`config.mk`:
```
export PLATFORM = sky130hd
export DESIGN_NAME = mem_stage_sb
export DESIGN_NICKNAME = d
export VERILOG_FILES = /design/src/rtl/mem_pkg.sv /design/src/rtl/store_buffer.sv /design/src/rtl/mem_stage_sb.sv
export SDC_FILE = /design/constraint.sdc
export NUM_CORES = 1
export LEC_CHECK = 0
export CAP_MARGIN = 20
export CORE_ASPECT_RATIO = 1.2
export CORE_MARGIN = 1
export CORE_UTILIZATION = 40
export CTS_BUF_LIST = sky130_fd_sc_hd__clkbuf_4 sky130_fd_sc_hd__clkbuf_8 sky130_fd_sc_hd__clkbuf_16
export DETAILED_ROUTE_END_ITERATION = 16
export GPL_ROUTABILITY_DRIVEN = 1
export SYNTH_ARGS = -nofsm -noshare
export SYNTH_HDL_FRONTEND = slang
export SYNTH_SLANG_ARGS = --single-unit
export TNS_END_PERCENT = 1
```
`constraint.sdc`:
```
create_clock -name clock -period 4.8 [get_ports clock]
set_clock_uncertainty 0.15 [all_clocks]
set_input_delay 0.72 -clock clock [delete_from_list [all_inputs] [get_ports clock]]
set_output_delay 0.72 -clock clock [all_outputs]
set_load 0.02 [all_outputs]
```
`src/rtl/mem_pkg.sv`:
```
// rtl/mem_pkg.sv - shared types and funct3 encodings for the memory stage
package mem_pkg;

  localparam logic [2:0] F3_B  = 3'b000;
  localparam logic [2:0] F3_H  = 3'b001;
  localparam logic [2:0] F3_W  = 3'b010;
  localparam logic [2:0] F3_D  = 3'b011;
  localparam logic [2:0] F3_BU = 3'b100;
  localparam logic [2:0] F3_HU = 3'b101;
  localparam logic [2:0] F3_WU = 3'b110;

  typedef enum logic [2:0] {
    IDLE,
    LD_REQ,
    LD_WAIT,
    LD_HOLD,
    LD_KILL
  } ld_state_e;

  // Sized for the widest datapath (XLEN=64); narrower builds use the low bits.
  typedef struct packed {
    logic [63:0] addr;
    logic [7:0]  be;
    logic [63:0] wdata;
  } sb_entry_t;

endpackage

```
`src/rtl/store_buffer.sv`:
```
// rtl/store_buffer.sv - posted-store FIFO; pointers carry a wrap bit for full/empty
module store_buffer
  import mem_pkg::*;
#(
  parameter int DEPTH = 4
) (
  input  logic      clk_i,
  input  logic      reset_i,
  input  logic      push_i,
  input  sb_entry_t push_data_i,
  input  logic      pop_i,
  output sb_entry_t head_o,
  output logic      full_o,
  output logic      empty_o
);

  localparam int AW = $clog2(DEPTH);

  sb_entry_t   mem_q [DEPTH];
  logic [AW:0] wr_q;
  logic [AW:0] rd_q;
  logic        do_push;
  logic        do_pop;

  assign empty_o = (wr_q == rd_q);
  assign full_o  = (wr_q[AW] != rd_q[AW]) && (wr_q[AW-1:0] == rd_q[AW-1:0]);
  assign do_pop  = pop_i && !empty_o;
  assign do_push = push_i && (!full_o || do_pop);
  assign head_o  = mem_q[rd_q[AW-1:0]];

  always_ff @(posedge clk_i) begin
    if (reset_i) begin
      wr_q <= '0;
      rd_q <= '0;
    end else begin
      if (do_push) wr_q <= wr_q + 1'b1;
      if (do_pop)  rd_q <= rd_q + 1'b1;
    end
  end

  always_ff @(posedge clk_i) begin
    if (do_push) mem_q[wr_q[AW-1:0]] <= push_data_i;
  end

endmodule

```
`src/rtl/mem_stage_sb.sv`:
```
// rtl/mem_stage_sb.sv - memory stage: sized loads/stores, posted-store buffer, load FSM
module mem_stage_sb
  import mem_pkg::*;
#(
  parameter int XLEN     = 32,
  parameter int SB_DEPTH = 4,
  parameter int SEL_W    = 5
) (
  input  logic               clock,
  input  logic               reset,
  input  logic               icache_stall,
  input  logic               flush,
  input  logic               ac_valid,
  input  logic [XLEN-1:0]    ac_pc,
  input  logic [SEL_W-1:0]   ac_write_sel,
  input  logic [XLEN-1:0]    ac_alu_result,
  input  logic [XLEN-1:0]    ac_data2,
  input  logic [2:0]         ac_funct3,
  input  logic               ac_is_load,
  input  logic               ac_is_store,
  input  logic               ac_is_wb,
  output logic               dc_req_valid,
  input  logic               dc_req_ready,
  output logic               dc_req_we,
  output logic [XLEN-1:0]    dc_req_addr,
  output logic [XLEN-1:0]    dc_req_wdata,
  output logic [XLEN/8-1:0]  dc_req_be,
  input  logic               dc_resp_valid,
  input  logic [XLEN-1:0]    dc_resp_rdata,
  output logic               cw_valid,
  output logic [XLEN-1:0]    cw_pc,
  output logic [SEL_W-1:0]   cw_write_sel,
  output logic [XLEN-1:0]    cw_result,
  output logic               cw_is_wb,
  output logic               cw_misalign,
  output logic               mem_stall
);

  localparam int BE_W  = XLEN / 8;
  localparam int OFF_W = $clog2(BE_W);

  ld_state_e state_q, state_d;
  logic [1:0] sz;
  logic legal, aligned, misal, accept, ld_go, pop, wb_ld;
  logic sb_full, sb_empty;
  logic [BE_W-1:0] st_be;
  logic [XLEN-1:0] st_wdata, ld_ext;
  logic [OFF_W-1:0] off;
  sb_entry_t push_entry, sb_head;

  logic [XLEN-1:0]  ld_pc_q, ld_addr_q, ld_data_q;
  logic [SEL_W-1:0] ld_sel_q;
  logic [2:0]       ld_f3_q;
  logic             ld_wb_q;
  logic             cw_valid_q, cw_is_wb_q, cw_misalign_q;
  logic [XLEN-1:0]  cw_pc_q, cw_result_q;
  logic [SEL_W-1:0] cw_sel_q;

  function automatic logic [XLEN-1:0] ld_extend(input logic [XLEN-1:0] word,
                                                input logic [OFF_W-1:0] lane,
                                                input logic [2:0] f3);
    logic [XLEN-1:0] s;
    s = word >> {lane, 3'b000};
    case (f3)
      F3_B:    ld_extend = XLEN'(signed'(s[7:0]));
      F3_H:    ld_extend = XLEN'(signed'(s[15:0]));
      F3_W:    ld_extend = XLEN'(signed'(s[31:0]));
      F3_BU:   ld_extend = XLEN'(s[7:0]);
      F3_HU:   ld_extend = XLEN'(s[15:0]);
      F3_WU:   ld_extend = XLEN'(s[31:0]);
      default: ld_extend = s;
    endcase
  endfunction

  assign off = ac_alu_result[OFF_W-1:0];

  // Unsupported funct3 codes take the misalignment path as an exception.
  always_comb begin
    sz    = 2'd0;
    legal = 1'b0;
    case (ac_funct3)
      F3_B:    begin sz = 2'd0; legal = 1'b1; end
      F3_H:    begin sz = 2'd1; legal = 1'b1; end
      F3_W:    begin sz = 2'd2; legal = 1'b1; end
      F3_D:    begin sz = 2'd3; legal = (XLEN == 64); end
      F3_BU:   begin sz = 2'd0; legal = ac_is_load; end
      F3_HU:   begin sz = 2'd1; legal = ac_is_load; end
      F3_WU:   begin sz = 2'd2; legal = ac_is_load && (XLEN == 64); end
      default: ;
    endcase
    case (sz)
      2'd0:    aligned = 1'b1;
      2'd1:    aligned = !ac_alu_result[0];
      2'd2:    aligned = (ac_alu_result[1:0] == 2'b00);
      default: aligned = (ac_alu_result[2:0] == 3'b000);
    endcase
    misal = (ac_is_load || ac_is_store) && !(legal && aligned);
  end

  always_comb begin
    case (sz)
      2'd0:    begin st_be = BE_W'(1) << off;  st_wdata = {BE_W{ac_data2[7:0]}}; end
      2'd1:    begin st_be = BE_W'(3) << off;  st_wdata = {(BE_W/2){ac_data2[15:0]}}; end
      2'd2:    begin st_be = BE_W'(15) << off; st_wdata = {(XLEN/32){ac_data2[31:0]}}; end
      default: begin st_be = '1;               st_wdata = ac_data2; end
    endcase
  end

  assign accept = ac_valid && !mem_stall && !icache_stall && !flush;
  assign ld_go  = accept && ac_is_load && !misal;
  assign push_entry = '{addr:  64'({ac_alu_result[XLEN-1:OFF_W], {OFF_W{1'b0}}}),
                        be:    8'(st_be),
                        wdata: 64'(st_wdata)};

  store_buffer #(.DEPTH(SB_DEPTH)) u_sb (
    .clk_i       (clock),
    .reset_i     (reset),
    .push_i      (accept && ac_is_store && !misal),
    .push_data_i (push_entry),
    .pop_i       (pop),
    .head_o      (sb_head),
    .full_o      (sb_full),
    .empty_o     (sb_empty)
  );

  assign ld_ext = ld_extend(dc_resp_rdata, ld_addr_q[OFF_W-1:0], ld_f3_q);

  always_ff @(posedge clock) begin
    if (reset) state_q <= IDLE;
    else       state_q <= state_d;
  end

  always_comb begin
    state_d = state_q;
    case (state_q)
      IDLE:    if (ld_go) state_d = LD_REQ;
      LD_REQ:  if (flush) state_d = IDLE;
               else if (dc_req_ready) state_d = LD_WAIT;
      // A response coinciding with flush is consumed here, so LD_KILL never waits on it.
      LD_WAIT: if (flush) state_d = dc_resp_valid ? IDLE : LD_KILL;
               else if (dc_resp_valid) state_d = icache_stall ? LD_HOLD : IDLE;
      LD_HOLD: if (flush || !icache_stall) state_d = IDLE;
      LD_KILL: if (dc_resp_valid) state_d = IDLE;
      default: state_d = IDLE;
    endcase
  end

  always_comb begin
    dc_req_valid = 1'b0;
    dc_req_we    = 1'b0;
    dc_req_addr  = '0;
    dc_req_wdata = '0;
    dc_req_be    = '0;
    pop          = 1'b0;
    if (!reset) begin
      case (state_q)
        IDLE: if (!sb_empty) begin
          dc_req_valid = 1'b1;
          dc_req_we    = 1'b1;
          dc_req_addr  = XLEN'(sb_head.addr);
          dc_req_wdata = XLEN'(sb_head.wdata);
          dc_req_be    = BE_W'(sb_head.be);
          pop          = dc_req_ready;
        end
        LD_REQ: begin
          dc_req_valid = !flush;
          dc_req_addr  = {ld_addr_q[XLEN-1:OFF_W], {OFF_W{1'b0}}};
          dc_req_be    = '1;
        end
        default: ;
      endcase
    end
    mem_stall = (state_q != IDLE)
              || (ac_valid && ac_is_store && sb_full && !pop)
              || (ac_valid && ac_is_load && !sb_empty);
  end

  assign wb_ld = !flush && !icache_stall &&
                 ((state_q == LD_WAIT && dc_resp_valid) || state_q == LD_HOLD);

  always_ff @(posedge clock) begin
    if (reset) begin
      {ld_pc_q, ld_addr_q, ld_data_q, ld_sel_q, ld_f3_q, ld_wb_q} <= '0;
      {cw_valid_q, cw_is_wb_q, cw_misalign_q, cw_pc_q, cw_result_q, cw_sel_q} <= '0;
    end else begin
      if (ld_go) begin
        ld_pc_q   <= ac_pc;
        ld_addr_q <= ac_alu_result;
        ld_sel_q  <= ac_write_sel;
        ld_f3_q   <= ac_funct3;
        ld_wb_q   <= ac_is_wb;
      end
      if (state_q == LD_WAIT && dc_resp_valid && !flush && icache_stall) ld_data_q <= ld_ext;
      if (!icache_stall) begin
        if (wb_ld) begin
          cw_valid_q    <= 1'b1;
          cw_pc_q       <= ld_pc_q;
          cw_sel_q      <= ld_sel_q;
          cw_result_q   <= (state_q == LD_HOLD) ? ld_data_q : ld_ext;
          cw_is_wb_q    <= ld_wb_q;
          cw_misalign_q <= 1'b0;
        end else if (accept && !ld_go) begin
          cw_valid_q    <= 1'b1;
          cw_pc_q       <= ac_pc;
          cw_sel_q      <= ac_write_sel;
          cw_result_q   <= ac_alu_result;
          cw_is_wb_q    <= ac_is_wb && !misal;
          cw_misalign_q <= misal;
        end else begin
          cw_valid_q    <= 1'b0;
          cw_is_wb_q    <= 1'b0;
          cw_misalign_q <= 1'b0;
        end
      end
    end
  end

  assign cw_valid     = cw_valid_q;
  assign cw_pc        = cw_pc_q;
  assign cw_write_sel = cw_sel_q;
  assign cw_result    = cw_result_q;
  assign cw_is_wb     = cw_is_wb_q;
  assign cw_misalign  = cw_misalign_q;

endmodule

```
==> impl_metrics.toml, run 1 <==
[layout]
synthToLayoutAreaGrowth_pct = 27.7
drive_above_1_share_pct = 13.8
antenna_cells = 0
fin_nets = 1872

[clock_tree]
clockRootBuffer = "clkbuf_16"
clk_pin_slew_worst_paths_ns = 0.06
cts_hold_buf = 0
cts.sinks = 452
htreeDepth = 2
clock_latency_ns = 0.59
cts_made_buffers = 47
cts_setup_buffers = 0
ctsResizeCount = 0
cts_buffer_depth = 3
tritoncts = "yes"

[setup_path]
reg2reg_to = "u_sb.mem_q[0][21]"
worstPathArrival_ns = 3.25
required_ns = 3.93
rrSetupSlack_ns = 1.68
critPathKind = "register to output port"
critical_path_peak_fanout = 50
r2r-start = "u_sb.wr_q[0]"
end_kind = "output port"
reg2reg_depth = 6
critPathLaunchType = "register"

[synthesis]
yosysMostFrequentCell = "edfxtp_1"
synth-warning-count = 0
synth_edf_count = 264
synthTopCellsByArea = "edfxtp_1 42%, dfxtp_1 20%, mux4_2 8.0%"
syn_area_um2 = 18900
ys_ff_latch = 452
avgSynthCellArea_um2 = 13.1
yosys.area_share.adder_pct = 0.661
synth_cells = 1448
synth_cell_types = 59
yosysSeqAreaShare_pct = 61.7
synth_simple_gate_area_share_pct = 8.74
synth.area.mux_share_pct = 17.7
synth_xor_area_share_pct = 0.324
yosysTopAreaCellShare_pct = 41.9
post-synth-top-area-cell = "edfxtp_1"
ys.flop_type = "edfxtp_1"
ys_top_cells_by_count = "264 x edfxtp_1, 188 x dfxtp_1, 176 x nor2_1"
async_reset_ff_share_pct = 0
synth_top_family_by_area = "multiplexers"
synth_compound_area_share_pct = 8.07

[global_routing]
grt_max_degree = 67
grt_usage_pct = 22.1
grt_overflow = 0
first_global_vias = 13200
grt_first_pass_wirelength_um = 80600
antenna_found_initial = 2

[sta]
setup_viol = 0
finalHoldViolCount = 0
tightest_slew_ns = 1.05
setup_tns_ns = 0
max_freq_mhz = 243
drv_slew = 0
relSlewSlack_pct = 30.1
layout_min_cycle_time_ns = 4.12
rsz0062_at_grt = "false"
fin_crit_sh_pct = 85.9

[routing]
drtIter0Drc = 938
via_per_inst = 5.40
drtAntennaViolNets = 0
drc = 0
wirelength_um = 53000
wl_per_cell_um = 22.3
firstDrtPassIters = 7
via_count = 12800

[floorplanning]
placementRows = 87
core-area_um2 = 46900
die_h_um = 240
start_util_pct = 40.4
io_pins = 289
die_area_um2 = 48200
fp.dieW_um = 201

[power]
cellPowerDensity_nw_per_um2 = 349
power_mw = 8.45
irDropWorstVdd_uv = 230
power.leakage_nw = 8.84

[placement]
io_buffers = 286
hpwl_um = 35800
routabilityCongestion = 0.816

[worst_hold_path]
hold_path_class = "register to register"
whs_path_depth = 2
hp-start = "ld_sel_q[0]"
holdPathEnd = "cw_write_sel[0]"

[job]
cap_violations = 0

[run_status]
status = "complete, no violations"
==> worst max path at each step <==
stage | slack [ns] | end | from
5_1_grt | 0.52 | dc_req_addr[7] | state_q[1]
6_report | 0.68 | dc_req_addr[6] | state_q[1]
3_5_place_dp | 0.69 | u_sb.mem_q[0][6] | ac_funct3[0]
3_3_place_gp | 0.64 | u_sb.mem_q[0][12] | ac_funct3[0]
2_1_floorplan | 0.23 | u_sb.mem_q[0][0] | ac_funct3[0]
4_1_cts | 0.63 | dc_req_addr[7] | state_q[1]
==> state kept, by name, summed over array words and instances (netlist names), 3 cells and up, named ones only <==
signal,count
state_q,3
ld_f3_q,3
ld_pc_q,32
ld_data_q,32
cw_result,32
cw_pc,32
ld_sel_q,5
cw_write_sel,5
u_sb.wr_q,3
u_sb.mem_q,264
u_sb.rd_q,3
ld_addr_q,32
==> metrics by stage <==
stage / hold WS [ns] / setup slack [ns] / std cells / util (%) / area (um2)
final: 0.305 / 0.678 / 2373 / 51.5 / 24200
after global routing: 0.323 / 0.518 / 2373 / 51.5 / 24200
after CTS: 0.308 / 0.631 / 2373 / 51.5 / 24200
after detailed placement: 0.291 / 0.687 / 2290 / 48.2 / 22600
after global placement: 0.282 / 0.643 / 2290 / 48.2 / 22600
after floorplan: 0.275 / 0.227 / 1449 / - / 18900
==> critical path, cell delays in order, from the launching register on <==
cell and delay (ns):
dfxtp_1 0.43, or3_1 0.54, a31oi_4 0.20, buf_4 0.47
a22oi_1 0.13, nor2_1 0.23, clkdlybuf4s50_1 0.66
==> power breakdown <==
group	internal [mW]	leakage [nW]	switching, mW
Clock	2.16	0.785	1.51
Sequential	4.15	3.90	0.0233
Combinational	0.279	4.16	0.329
==> cells by family (layout without fill, tap and decap cells) <==
kind of cell | count (synthesis) | count (layout)
AOI/OAI and AO/OA | 232 | 232
xor gates and xnor gates | 7 | 7
adders and majority gates | 10 | 10
buffers and inverters | 123 | 424
DFF | 452 | 452
muxes | 247 | 247
other | 1 | 2
and+or+nand+nor | 376 | 376
==> placed cells by master, fill, tap and decap left out, types with 4 or more instances in the layout <==
cell type        synthesis  final
clkbuf_8                 0      4
ha_1                    10     10
clkdlybuf4s50_1          0    285
mux2i_1                149    149
o21ai_0                 69     69
a2111oi_0               20     20
nor2_1                 176    175
nor3_1                  12     11
and3_1                  36     36
mux4_2                  67     67
clkinv_2                 0      6
a31oi_1                  8      7
a2bb2oi_1                8      8
a2111oi_2                4      4
and2_4                   0      4
nand3_1                  6      5
clkbuf_4                 0     14
a22oi_1                 31     31
xnor2_1                  4      4
nand2b_1                23     23
clkbuf_16                0     48
buf_4                    6     30
nor2b_1                  9      9
dfxtp_1                188    186
mux2_2                  31     31
inv_1                   14     14
nand2_1                 97     97
edfxtp_1               264    264
a21oi_1                 55     55
buf_12                   0     10
o221ai_1                 7      7
==> routing by layer <==
metal	vias up	wire length (um)	global-route usage, %
met3	92	3450	5.04
met2	408	25900	37.1
met1	6389	22000	27.8
li1	5920	-	-
met5	-	30	0
met4	4	1610	8.17
==> final cells by class <==
| cell class | instances | area (um2) |
|---|---|---|
| clock buffer | 66 | 1360 |
| clock inverter | 17 | 206 |
| fill | 4059 | 22700 |
| inverter | 16 | 60.1 |
| multi-input combinational | 874 | 6800 |
| sequential | 452 | 11700 |
| tap | 623 | 779 |
| timing repair buffer | 325 | 3280 |
No activity file was read; power rests on OpenSTA's default activity.
==> run 2: changes to the inputs <==
--- a/config.mk
+++ b/config.mk
@@ -7,11 +7,12 @@
 export LEC_CHECK = 0
 export CAP_MARGIN = 20
 export CORE_ASPECT_RATIO = 1.2
-export CORE_MARGIN = 1
+export CORE_MARGIN = 2
 export CORE_UTILIZATION = 40
 export CTS_BUF_LIST = sky130_fd_sc_hd__clkbuf_4 sky130_fd_sc_hd__clkbuf_8 sky130_fd_sc_hd__clkbuf_16
 export DETAILED_ROUTE_END_ITERATION = 16
-export GPL_ROUTABILITY_DRIVEN = 1
+export GPL_ROUTABILITY_DRIVEN = 0
+export REMOVE_ABC_BUFFERS = 1
 export SYNTH_ARGS = -nofsm -noshare
 export SYNTH_HDL_FRONTEND = slang
 export SYNTH_SLANG_ARGS = --single-unit
==> impl_metrics.toml, run 2 (same netlist as run 1, synthesis figures left out) <==
[run_status]
status = "complete, no violations"

[clock_tree]
htreeDepth = 2
clockRootBuffer = "clkbuf_16"
cts_made_buffers = 47
cts_setup_buffers = 0
tritoncts = "yes"
clk_pin_slew_worst_paths_ns = 0.06
cts.sinks = 452
cts_buffer_depth = 3
ctsResizeCount = 0
cts_hold_buf = 0
clock_latency_ns = 0.57

[sta]
fin_crit_sh_pct = 86.4
relSlewSlack_pct = 25.0
drv_slew = 0
rsz0062_at_grt = "false"
setup_tns_ns = 0
finalHoldViolCount = 0
max_freq_mhz = 241
setup_viol = 0
tightest_slew_ns = 1.13
layout_min_cycle_time_ns = 4.15

[placement]
hpwl_um = 36200
placedCellCount = 2294
io_buffers = 286

[setup_path]
crit_buf_inv = 2
required_ns = 3.93
critPathLaunchType = "register"
crit_slowest_cell = "clkdlybuf4s50_1"
end_kind = "output port"
r2r-start = "u_sb.wr_q[0]"
reg2reg_depth = 6
crit_chain = "or3_1 > a31oi_4 > buf_4 > a22oi_1 > nor2_1 > clkdlybuf4s50_1"
reg2reg_to = "u_sb.mem_q[3][1]"
rrSetupSlack_ns = 1.64
critPathKind = "register to output port"
crit_family = "buffers and inverters"
critPathMaxStageDelay_ns = 0.61
critical_path_peak_fanout = 53
worstPathArrival_ns = 3.28

[layout]
final-seq-area_um2 = 11700
fin_cells = 2384
drive_above_1_share_pct = 14.2
largest_reg_flops = 264
synthToLayoutAreaGrowth_pct = 28.5
multi_input_area_um2 = 6790
final_common_cell = "clkdlybuf4s50_1"
final.fill_count = 4048
fin_nets = 1876
finish.utilization_pct = 51.9
layout_common_cells = "285 x clkdlybuf4s50_1, 264 x edfxtp_1, 186 x dfxtp_1"

[global_routing]
grt_overflow = 0
antenna_found_initial = 3
grt_usage_pct = 21.3
first_global_vias = 13200
grt_max_degree = 67
grt_first_pass_wirelength_um = 80300

[floorplanning]
core-area_um2 = 46900
io_pins = 289
fp.dieW_um = 203
start_util_pct = 40.4
placementRows = 87
die_area_um2 = 49100
die_h_um = 242

[worst_hold_path]
whs_path_depth = 2
hp-start = "ld_pc_q[6]"
hold_path_class = "register to register"
holdPathEnd = "cw_pc[6]"

[job]
cap_violations = 0

[power]
power.leakage_nw = 8.92
cellPowerDensity_nw_per_um2 = 357
irDropWorstVdd_uv = 221

[routing]
wirelength_um = 53000
wl_per_cell_um = 22.2
firstDrtPassIters = 5
drc = 0
drtAntennaViolNets = 0
drtIter0Drc = 725
via_count = 12800
via_per_inst = 5.38
[run 2: changes by cell type in the layout (fill, tap and decap cells not counted), sizes merged]
cell      delta
inv          -2
buf          +4
bufinv       +4
clkinv       +4
clkinvlp     -1
diode        +2
[run 2: area by class of cell]
type	instances	area share (%)
Timing Repair Buffer	329	13.6
Clock buffer	66	5.69
Tap cell	623	3.20
Clock inverter	22	1.22
Inverter	16	0.247
Antenna cell	2	0.0206
Sequential cell	452	48.1
Multi-Input combinational cell	874	27.9
[run 2: worst max path at each step]
stage	startpoint	to	depth (start not counted)
final	state_q[1]	dc_req_addr[30]	6
after CTS	state_q[1]	dc_req_addr[30]	6
after floorplan	ac_funct3[1]	cw_result[1]	7
after global placement	ac_funct3[0]	u_sb.mem_q[3][17]	10
after detailed placement	ac_funct3[0]	u_sb.mem_q[3][56]	10
after global routing	state_q[1]	dc_req_addr[30]	6
[run 2: where the power goes]
part,switching (mW),internal [mW]
logic,0.324,0.281
clock network,1.52,2.40
registers,0.0233,4.15
total,1.86,6.82
[run 2: per-layer routing]
layer	share of wire [%]	vias to the layer above	track usage (%)
li1	-	5933	-
met1	40	6341	26.4
met2	48	448	35.8
met3	7.8	96	5.93
met4	3.3	6	7.41
met5	0.077	-	0
[run 2: per-stage QoR]
stage	setup slack [ns]	cell area (um2)	power [mW]	hold WS, ns
after global placement	0.570	22700	4.85	0.282
after detailed placement	0.618	22700	4.86	0.293
after CTS	0.672	24300	8.77	0.307
after floorplan	-1.07	18500	4.51	0.275
final	0.655	24300	8.69	0.302
after global routing	0.494	24300	8.95	0.326
[run 2: tightest hold or removal path, stage by stage, from the launching register on]
cell and delay (ns):
dfxtp_1 0.32, nand2_1 0.04, o21ai_0 0.05
==> run 3: changes to the inputs <==
--- a/config.mk
+++ b/config.mk
@@ -6,12 +6,15 @@
 export NUM_CORES = 1
 export LEC_CHECK = 0
 export CAP_MARGIN = 20
+export CELL_PAD_IN_SITES_DETAIL_PLACEMENT = 0
+export CELL_PAD_IN_SITES_GLOBAL_PLACEMENT = 1
 export CORE_ASPECT_RATIO = 1.2
 export CORE_MARGIN = 2
 export CORE_UTILIZATION = 40
 export CTS_BUF_LIST = sky130_fd_sc_hd__clkbuf_4 sky130_fd_sc_hd__clkbuf_8 sky130_fd_sc_hd__clkbuf_16
 export DETAILED_ROUTE_END_ITERATION = 16
 export GPL_ROUTABILITY_DRIVEN = 0
+export PLACE_DENSITY_LB_ADDON = 0.1
 export REMOVE_ABC_BUFFERS = 1
 export SYNTH_ARGS = -nofsm -noshare
 export SYNTH_HDL_FRONTEND = slang
==> impl_metrics.toml, run 3 (same netlist as run 1, synthesis figures left out) <==
[run_status]
status = "complete, no violations"

[floorplanning]
placementRows = 87
core-area_um2 = 46900
die_h_um = 242
fp.dieW_um = 203
die_area_um2 = 49100
start_util_pct = 40.4
io_pins = 289

[routing]
wirelength_um = 53200
drc = 0
via_per_inst = 5.32
drtAntennaViolNets = 0
firstDrtPassIters = 5
wl_per_cell_um = 22.4
via_count = 12600
drtIter0Drc = 840

[layout]
final-seq-area_um2 = 11700
multi_input_area_um2 = 6790
synthToLayoutAreaGrowth_pct = 27.7
largest_reg_flops = 264
fin_nets = 1875
drive_above_1_share_pct = 13.8
final.fill_count = 4079
finish.utilization_pct = 51.5
final_common_cell = "clkdlybuf4s50_1"
layout_common_cells = "285 x clkdlybuf4s50_1, 264 x edfxtp_1, 186 x dfxtp_1"
antenna_cells = 0

[power]
p_sw_mw = 1.80
p_sw_share_pct = 21.5
irDropWorstVdd_uv = 276
cellPowerDensity_nw_per_um2 = 347
pwr-share-seq_pct = 49.7
power.leakage_nw = 8.85
clockPowerShare_pct = 43.1
combPwrFrac_pct = 7.2
internal_power_mw = 6.58

[global_routing]
grt_usage_pct = 21.4
first_global_vias = 12900
grt_first_pass_wirelength_um = 80300
grt_max_degree = 72
antenna_found_initial = 5
grt_overflow = 0

[job]
cap_violations = 0

[sta]
tightest_slew_ns = 0.949
layout_min_cycle_time_ns = 3.97
fin_hold_ws_ns = 0.303
setup_tns_ns = 0
fin_crit_sh_pct = 82.6
max_freq_mhz = 252
setup_viol = 0
rsz0062_at_grt = "false"
finalHoldViolCount = 0
drv_slew = 0
relSlewSlack_pct = 36.5

[worst_hold_path]
hold_path_class = "input pin to register"

[setup_path]
critPathLaunchType = "register"
critPathKind = "register to output port"
required_ns = 3.93
end_kind = "output port"
critical_path_peak_fanout = 71
worstPathArrival_ns = 3.10

[clock_tree]
clock_latency_ns = 0.55
cts_made_buffers = 46
cts_hold_buf = 0
cts_buffer_depth = 3
clk_pin_slew_worst_paths_ns = 0.06
cts_setup_buffers = 0
cts.sinks = 452
clockRootBuffer = "clkbuf_16"
ctsResizeCount = 0
htreeDepth = 2
tritoncts = "yes"

[placement]
io_buffers = 286
hpwl_um = 36000
## run 3: power by group through the flow
stage | Clock [mW] | Sequential (mW) | Combinational, mW
floorplan | 0 | 4.28 | 0.228
global placement | 0 | 4.25 | 0.603
detailed placement | 0 | 4.25 | 0.608
CTS | 3.70 | 4.17 | 0.610
global route | 3.85 | 4.17 | 0.649
finish | 3.62 | 4.17 | 0.601
## run 3: cell type report
type / count / area share (%)
flip-flops and latches: 452 / 48.4
well taps: 623 / 3.22
inverters: 16 / 0.248
clock buffers: 70 / 5.76
repair buffers: 329 / 13.7
clock inverters: 13 / 0.564
multi-input cells: 874 / 28.1
## run 3: through the flow
stage	power (mW)	setup slack [ns]	instance area, um2	instances
final	8.39	0.835	24200	2377
after global routing	8.67	0.694	24200	2377
after CTS	8.48	0.755	24200	2377
after detailed placement	4.86	0.538	22700	2294
after global placement	4.85	0.566	22700	2294
after floorplan	4.51	-1.07	18500	1342
## run 3: path summary, 6_finish.rpt
| kind | from | to | slack, ns | depth (start not counted) |
|---|---|---|---|---|
| worst max-delay path | state_q[2] | dc_req_addr[30] | 0.83 | 6 |
| worst min-delay path | reset | cw_result[4] | 0.30 | 2 |
| worst max register to register | u_sb.wr_q[0] | u_sb.mem_q[0][2] | 1.66 | 6 |
| worst min register to register | ld_pc_q[2] | cw_pc[2] | 0.31 | 2 |
## run 3: layer usage
layer	global-route usage, %	vias up	part of all wire, %
met5	0	-	0.11
met4	5.24	8	2.1
met3	5.04	68	6.4
met2	37.4	344	50
met1	26.8	6301	41
li1	-	5926	-
## run 3: critical path, cell delays in order, from the launching register on
cell and delay [ns]:
dfxtp_1 0.41, or3_1 0.55, a31oi_4 0.22, buf_12 0.34, a22oi_1 0.15, nor2_1 0.20
clkdlybuf4s50_1 0.64
